$ cat config.mk
export PLATFORM = sky130hd
export DESIGN_NAME = div_clk_n
export DESIGN_NICKNAME = d
export VERILOG_FILES = /design/src/rtl/div_pkg.sv /design/src/rtl/div_clk_n.sv
export SDC_FILE = /design/constraint.sdc
export NUM_CORES = 1
export LEC_CHECK = 0
export CORE_MARGIN = 1
export CORE_UTILIZATION = 45
export CTS_CLUSTER_DIAMETER = 150
export CTS_CLUSTER_SIZE = 12
export DETAILED_ROUTE_END_ITERATION = 10
export PLACE_DENSITY = 0.69
export SYNTH_ARGS = -nofsm -noshare
export SYNTH_HDL_FRONTEND = slang
export SYNTH_SLANG_ARGS = --single-unit
$ cat constraint.sdc
create_clock -name clk -period 5 [get_ports clk]
set_input_delay 1 -clock clk [delete_from_list [all_inputs] [get_ports clk]]
set_output_delay 1 -clock clk [all_outputs]
set_load 0.01 [all_outputs]
$ cat src/rtl/div_pkg.sv
// Shared divider constants and helpers, also used by the future fractional divider.
package div_pkg;

   localparam int unsigned DIV_MIN = 2;

   // First phase at which the divided clock is high: gives floor(n/2) high cycles.
   function automatic int unsigned hi_start(input int unsigned n);
      return n - (n >> 1);
   endfunction

endpackage

$ cat src/rtl/div_clk_n.sv
// Runtime-programmable clock divider: square wave, per-period tick and phase count,
// with ratio changes applied only at period boundaries.
module div_clk_n
   import div_pkg::*;
#(
   parameter int CNT_W       = 8,
   parameter int DIV_DEFAULT = 4
) (
   input  logic             clk,
   input  logic             rst_n,
   input  logic             en,
   input  logic [CNT_W-1:0] div_ratio,
   input  logic             load,
   output logic [CNT_W-1:0] po_cnt,
   output logic             clk_out,
   output logic             tick,
   output logic [CNT_W-1:0] cur_ratio,
   output logic             ratio_ack,
   output logic             err
);

   logic [CNT_W-1:0] pend_ratio;
   logic             pend_vld;
   logic             wrap;
   logic             load_ok;
   logic             load_bad;
   logic             apply_new;
   logic [CNT_W-1:0] cnt_next;
   logic [CNT_W-1:0] ratio_next;
   logic [CNT_W-1:0] hi_thr;

   assign wrap     = en && (po_cnt == cur_ratio - CNT_W'(1));
   assign load_ok  = load && (div_ratio >= CNT_W'(DIV_MIN));
   assign load_bad = load && !load_ok;
   assign tick     = wrap;

   // A load arriving on the wrap edge wins over any older pending ratio.
   always_comb begin
      cnt_next   = po_cnt;
      ratio_next = cur_ratio;
      apply_new  = 1'b0;
      if (en) begin
         if (wrap) begin
            cnt_next = '0;
            if (load_ok) begin
               ratio_next = div_ratio;
               apply_new  = 1'b1;
            end else if (pend_vld) begin
               ratio_next = pend_ratio;
               apply_new  = 1'b1;
            end
         end else begin
            cnt_next = po_cnt + CNT_W'(1);
         end
      end
   end

   assign hi_thr = CNT_W'(hi_start(32'(ratio_next)));

   always_ff @(posedge clk) begin
      if (rst_n) begin
         po_cnt     <= '0;
         clk_out    <= 1'b0;
         cur_ratio  <= CNT_W'(DIV_DEFAULT);
         pend_ratio <= CNT_W'(DIV_DEFAULT);
         pend_vld   <= 1'b0;
         ratio_ack  <= 1'b0;
         err        <= 1'b0;
      end else begin
         po_cnt    <= cnt_next;
         cur_ratio <= ratio_next;
         ratio_ack <= apply_new;
         err       <= load_bad;
         if (en) begin
            clk_out <= (cnt_next >= hi_thr);
         end
         if (apply_new) begin
            pend_vld <= 1'b0;
         end else if (load_ok) begin
            pend_ratio <= div_ratio;
            pend_vld   <= 1'b1;
         end
      end
   end

endmodule

Yosys cells after proc, flatten, opt, wreduce, memory -nomap -nowiden
Cells that the tools add are included.

Output and inout bits: 20. Register bits after elaboration: 28. Bits of input ports: 12. Logic and storage cells: 30.

Equal/unequal tests: 1. Muxes and demuxes: 10. Magnitude comparators: 2. $add $sub $neg: 3. Bitwise operators: 1. Reduce and logical (&&, ||, !) cells: 6.

Operators with widths (count): 8-bit two-way mux (6); 8-bit by 1-bit adder with 8-bit output, second input constant (1); 8-bit equality test (1); 8-bit by 2-bit greater-or-equal comparator with 1-bit output, second input constant (1); 8-bit greater-or-equal comparator (1); 8-bit by 1-bit subtractor with 8-bit output, second input constant (1); 8-bit by 7-bit subtractor with 8-bit output (1); 1-bit two-way mux (4); 1-bit logical AND (3); 2-bit AND reduction (1); 2-bit OR reduction (1); 1-bit logical NOT (1); 1-bit NOT (1).

Logic depth before layout (Yosys ltp)
Depth in word-level cells: 7. Gate-level depth with buffers: 26. Mapped depth without buffers: 25.

Least setup slack after synthesis
No wires, ideal clock.

Path kind: input-to-reg. Start: input port en. End: register clk_out. Setup time: 0.137 ns. Stages on the path: 22. Data required time: 4.863 ns. Data arrival time: 4.224 ns. Path buffers: 2. Setup slack: 0.639 ns. Cells stage by stage: clkbuf_1 -> o2111ai_1 -> nor4_4 -> o21ai_2 -> buf_6 -> nor2_4 -> a21oi_4 -> inv_2 -> ha_1 -> inv_1 -> ha_1 -> o21ai_0 -> xnor2_1 -> ha_1 -> a21o_1 -> a21o_1 -> a21oi_1 -> nor2b_1 -> o21ai_0 -> nand2b_1 -> a21oi_1 -> a211oi_1.

Word-level cells in the longest chain between the ends: 5. Elaborated cells on any way between the ends: 7. Classes of those cells: add/sub: 1; order compare: 1; mux: 4; reduce/logical: 1.

Ends and longest elaborated chain: start: declaration (line div_clk_n.sv:11) `input logic en,`; 1-bit logical AND (line div_clk_n.sv:32) `assign wrap = en && (po_cnt == cur_ratio - CNT_W'(1));`; 8-bit two-way mux (line div_clk_n.sv:43) `if (wrap) begin`; 8-bit two-way mux * (line div_clk_n.sv:42) `if (en) begin`; net ratio_next[1] (line div_clk_n.sv:29) `logic [CNT_W-1:0] ratio_next;`; 8-bit by 7-bit subtractor with 8-bit output * (line div_pkg.sv:8) `return n - (n >> 1);`; 8-bit greater-or-equal comparator * (line div_clk_n.sv:75) `clk_out <= (cnt_next >= hi_thr);`; end signal: assignment (line div_clk_n.sv:75); end: declaration (line div_clk_n.sv:15) `output logic clk_out,`.

Mark *: on every way through the listed nets, which the timed path passes. The rest lies on a longest branch. A chain may end at the register's enable or synchronous reset.

Final worst setup path
Start: input port div_ratio[3]. End: register clk_out.

Word-level cells in the longest chain between the ends: 7.

Ends and longest elaborated chain: start: declaration (line div_clk_n.sv:12) `input logic [CNT_W-1:0] div_ratio,`; 8-bit by 2-bit greater-or-equal comparator with 1-bit output (line div_clk_n.sv:33) `assign load_ok = load && (div_ratio >= CNT_W'(DIV_MIN));`; 1-bit logical AND (line div_clk_n.sv:33); 8-bit two-way mux (line div_clk_n.sv:45) `if (load_ok) begin`; 8-bit two-way mux (line div_clk_n.sv:43); 8-bit two-way mux (line div_clk_n.sv:42); net ratio_next[1] (line div_clk_n.sv:29); 8-bit by 7-bit subtractor with 8-bit output (line div_pkg.sv:8); 8-bit greater-or-equal comparator (line div_clk_n.sv:75).

The timed path passes the listed nets, and every way through them passes these cells.

==> impl_metrics.tcl <==
set metrics [dict create \
    slew_violations 0 \
    hold_ws_ns 0.5101 \
    fin_skew_ns 0.006111 \
    die_w_um 68.45 \
    use_met1 0.3207 \
    yosys_most_used_dff "dfxtp_1" \
    area_growth_pct 24.31 \
    max_slew_margin 0.4131 \
    timing.fmax_mhz 217.9 \
    top_level_ports 32 \
    arrival_ns 4.71 \
    grt_pass1_vias 1612 \
    vias 1768 \
    max_stage_delay_ns 0.44 \
    maxCapViolations 0 \
    drtIter0Drc 135 \
    cts_sinks 28 \
    vias_per_cell 5.577 \
    row_count 23 \
    synthTopCellsByCount "nor2_1 (36), dfxtp_1 (28), ha_1 (14), xnor2_1 (13), mux2i_1 (10)" \
    synth_cells 230 \
    power.density_nw_per_um2 201.1 \
    htreeDepth 1 \
    grt-ovfl-total 0 \
    grt_pass1_wl_mm 7.866 \
    antenna_found_initial 0 \
    insertedDiodeCount 0 \
    finalHoldViolCount 0 \
    cp_common_cell "ha_1" \
    synth_largest_area_cell "dfxtp_1" \
    reg2reg_depth 22 \
    r2r_slack_ns 0.42 \
    wire_per_inst_um 15.27 \
    drt_pass1_iterations 4 \
    yosysWarnings 0 \
    synth-edff-count 0 \
    fin_nets 294 \
    wl_mm 4.841 \
    finalCritPeriodShare 0.9177 \
    r2r-end "clk_out" \
    tritoncts "yes" \
    insertion_delay_ns 0.28 \
    finalSetupViolations 0 \
    tns_ns 0 \
    die_area_um2 4685 \
    synthArstFlopShare 0 \
    r2r-start "cur_ratio[0]" \
    met3_usage 0.02000 \
    io_buffers 31 \
    place_congestion 0.8393 \
    tightestPinTransition_ns 0.8777 \
    crit_required_ns 5.12 \
    ctsLongestPathBuffers 2 \
    fillers 371 \
    initial_core_util 0.4828 \
    worst-path-max-fanout 8 \
    critical_path.startpoint "div_ratio[3]" \
    end_kind "register" \
    hpwl_mm 3.656 \
    ant_nets 0 \
    status "finished clean" \
    fp.coreArea_um2 4115 \
    netlist_area_um2 1987 \
    fin_ws_ns 0.4113 \
    yosysTopAreaCellShare 0.2821 \
    synth.area.top_cells "dfxtp_1 (28%), ha_1 (8.8%), nor2_1 (6.8%)" \
    grt_usage 0.2260 \
    dp_slack_ns 0.1311 \
    seq_area_frac_synth 0.2821 \
    p_total_mw 0.4966 \
    rsz0062_at_grt "false" \
    setup.worst_path.end "clk_out" \
    synth_cell_types 51 \
    p_leak_nw 0.9853 \
    min_period_ns 4.589 \
    grt_use_met2 0.3554 \
    min_path_cells 2 \
    grt_max_degree 24 \
    path_buf_inv 3 \
    crit_chain "clkdlybuf4s50_1 -> nor4_1 -> nand2_1 -> nand2_1 -> and2_1 -> a22oi_1 -> nor2_4 -> a21oi_4 -> inv_2 -> ha_1 -> inv_1 -> ha_1 -> o21ai_0 -> xnor2_1 -> ha_1 -> a21o_1 -> a21o_1 -> a21oi_1 -> nor2b_1 -> o21ai_0 -> nand2b_1 -> a21oi_1 -> a211oi_1" \
    min_path_type "register to register" \
    synth-seq-cells 28 \
    cts_buffers 3 \
    yosys.cell_count.top_type "nor2_1" \
    root_buffer "clkbuf_8" \
    syn_avg_cell_area_um2 8.639 \
    grt.busiest_layer "met2" \
    layout-drive-gt1-share 0.1273 \
    route.detailed.drc 0 \
    critPathTopFamily "compound AO/OA/AOI/OAI gates" \
    clkTransAtPathRegs_ns 0.09 \
    final_area_um2 2470 \
    placed_cell_area_um2 2397 \
    post_cts_buffers 0 \
    peakVddDrop_v 0.0001062 \
    syn_nets 256 \
    die_h_um 68.45 \
    slowest_stage "clkdlybuf4s50_1" \
    worst-setup-path-type "input pin to register" \
    crit_cells 23 \
    startpoint_type "input pin" \
]
[worst min-delay path, cell delays in order (launching register included)]
cell      delay (ns)
dfxtp_1         0.33
nor2_1          0.10
a211oi_1        0.05
[through the flow]
step / util / instances
finish: 0.6002 / 317
global route: 0.6002 / 317
CTS: 0.5999 / 317
detailed placement: 0.5825 / 313
global placement: 0.5825 / 313
floorplan: - / 230
[cells in the final DEF, fill, tap and decap left out, types with 3 or more instances in the layout]
cell	instances
nor2_1	36
clkdlybuf4s50_1	31
dfxtp_1	27
ha_1	14
xnor2_1	13
mux2i_1	10
buf_4	10
xor2_1	9
nand2b_1	9
nand2_1	9
a21oi_1	8
inv_1	8
a22oi_1	8
nor2b_1	7
nor3_1	5
o21ai_0	5
nand4_1	5
nand3_1	4
inv_2	4
o2bb2ai_2	3
a21o_1	3
clkbuf_8	3
[sequential cells by signal, indices dropped and copies added, names as in the netlist]
name	flops
cur_ratio	8
pend_ratio	8
po_cnt	8
clk_out	1
err	1
pend_vld	1
ratio_ack	1
[power by group]
group	switching (mW)	internal, mW	total [mW]
Combinational	0.0390	0.0422	0.0812
Sequential	0.00673	0.230	0.237
Clock	0.0711	0.107	0.178
[worst min-delay path by stage]
stage	slack [ns]	from	to
floorplan	0.46	pend_ratio[0]	pend_ratio[0]
CTS	0.51	pend_ratio[7]	pend_ratio[7]
global placement	0.48	pend_ratio[7]	pend_ratio[7]
global route	0.53	pend_ratio[1]	pend_ratio[1]
finish	0.51	clk_out	clk_out
detailed placement	0.49	pend_ratio[7]	pend_ratio[7]
[routing by layer]
| metal | vias up | routed length [um] |
|---|---|---|
| li1 | 892 | - |
| met1 | 826 | 2396 |
| met2 | 46 | 2231 |
| met3 | 4 | 168 |
| met4 | 0 | 45 |
| met5 | - | 0 |
[cell type report]
type,instances,area [um2],share of cell area
Tap cell,50,62.56,0.02533
Timing Repair Buffer,41,385.4,0.1560
Inverter,12,45.04,0.01824
Clock inverter,1,30.03,0.01216
Multi-Input combinational cell,182,1344,0.5441
Clock buffer,3,41.29,0.01672
Sequential cell,28,561.8,0.2275
[timing repair]
item,4_1_cts,5_1_grt
hold buffers,0,0
setup endpoints to repair,0,1
resized for setup,0,1
[logic make-up after synthesis]
group           Yosys count  share of synthesized area
simple gates             86                     0.2242
compound gates           50                     0.2166
flops                    28                     0.2821
xor+xnor                 22                    0.09698
buf+inv                  20                    0.04156
fa+ha+maj                14                    0.08816
mux                      10                    0.05038
Power figures use the tool's default switching activity.
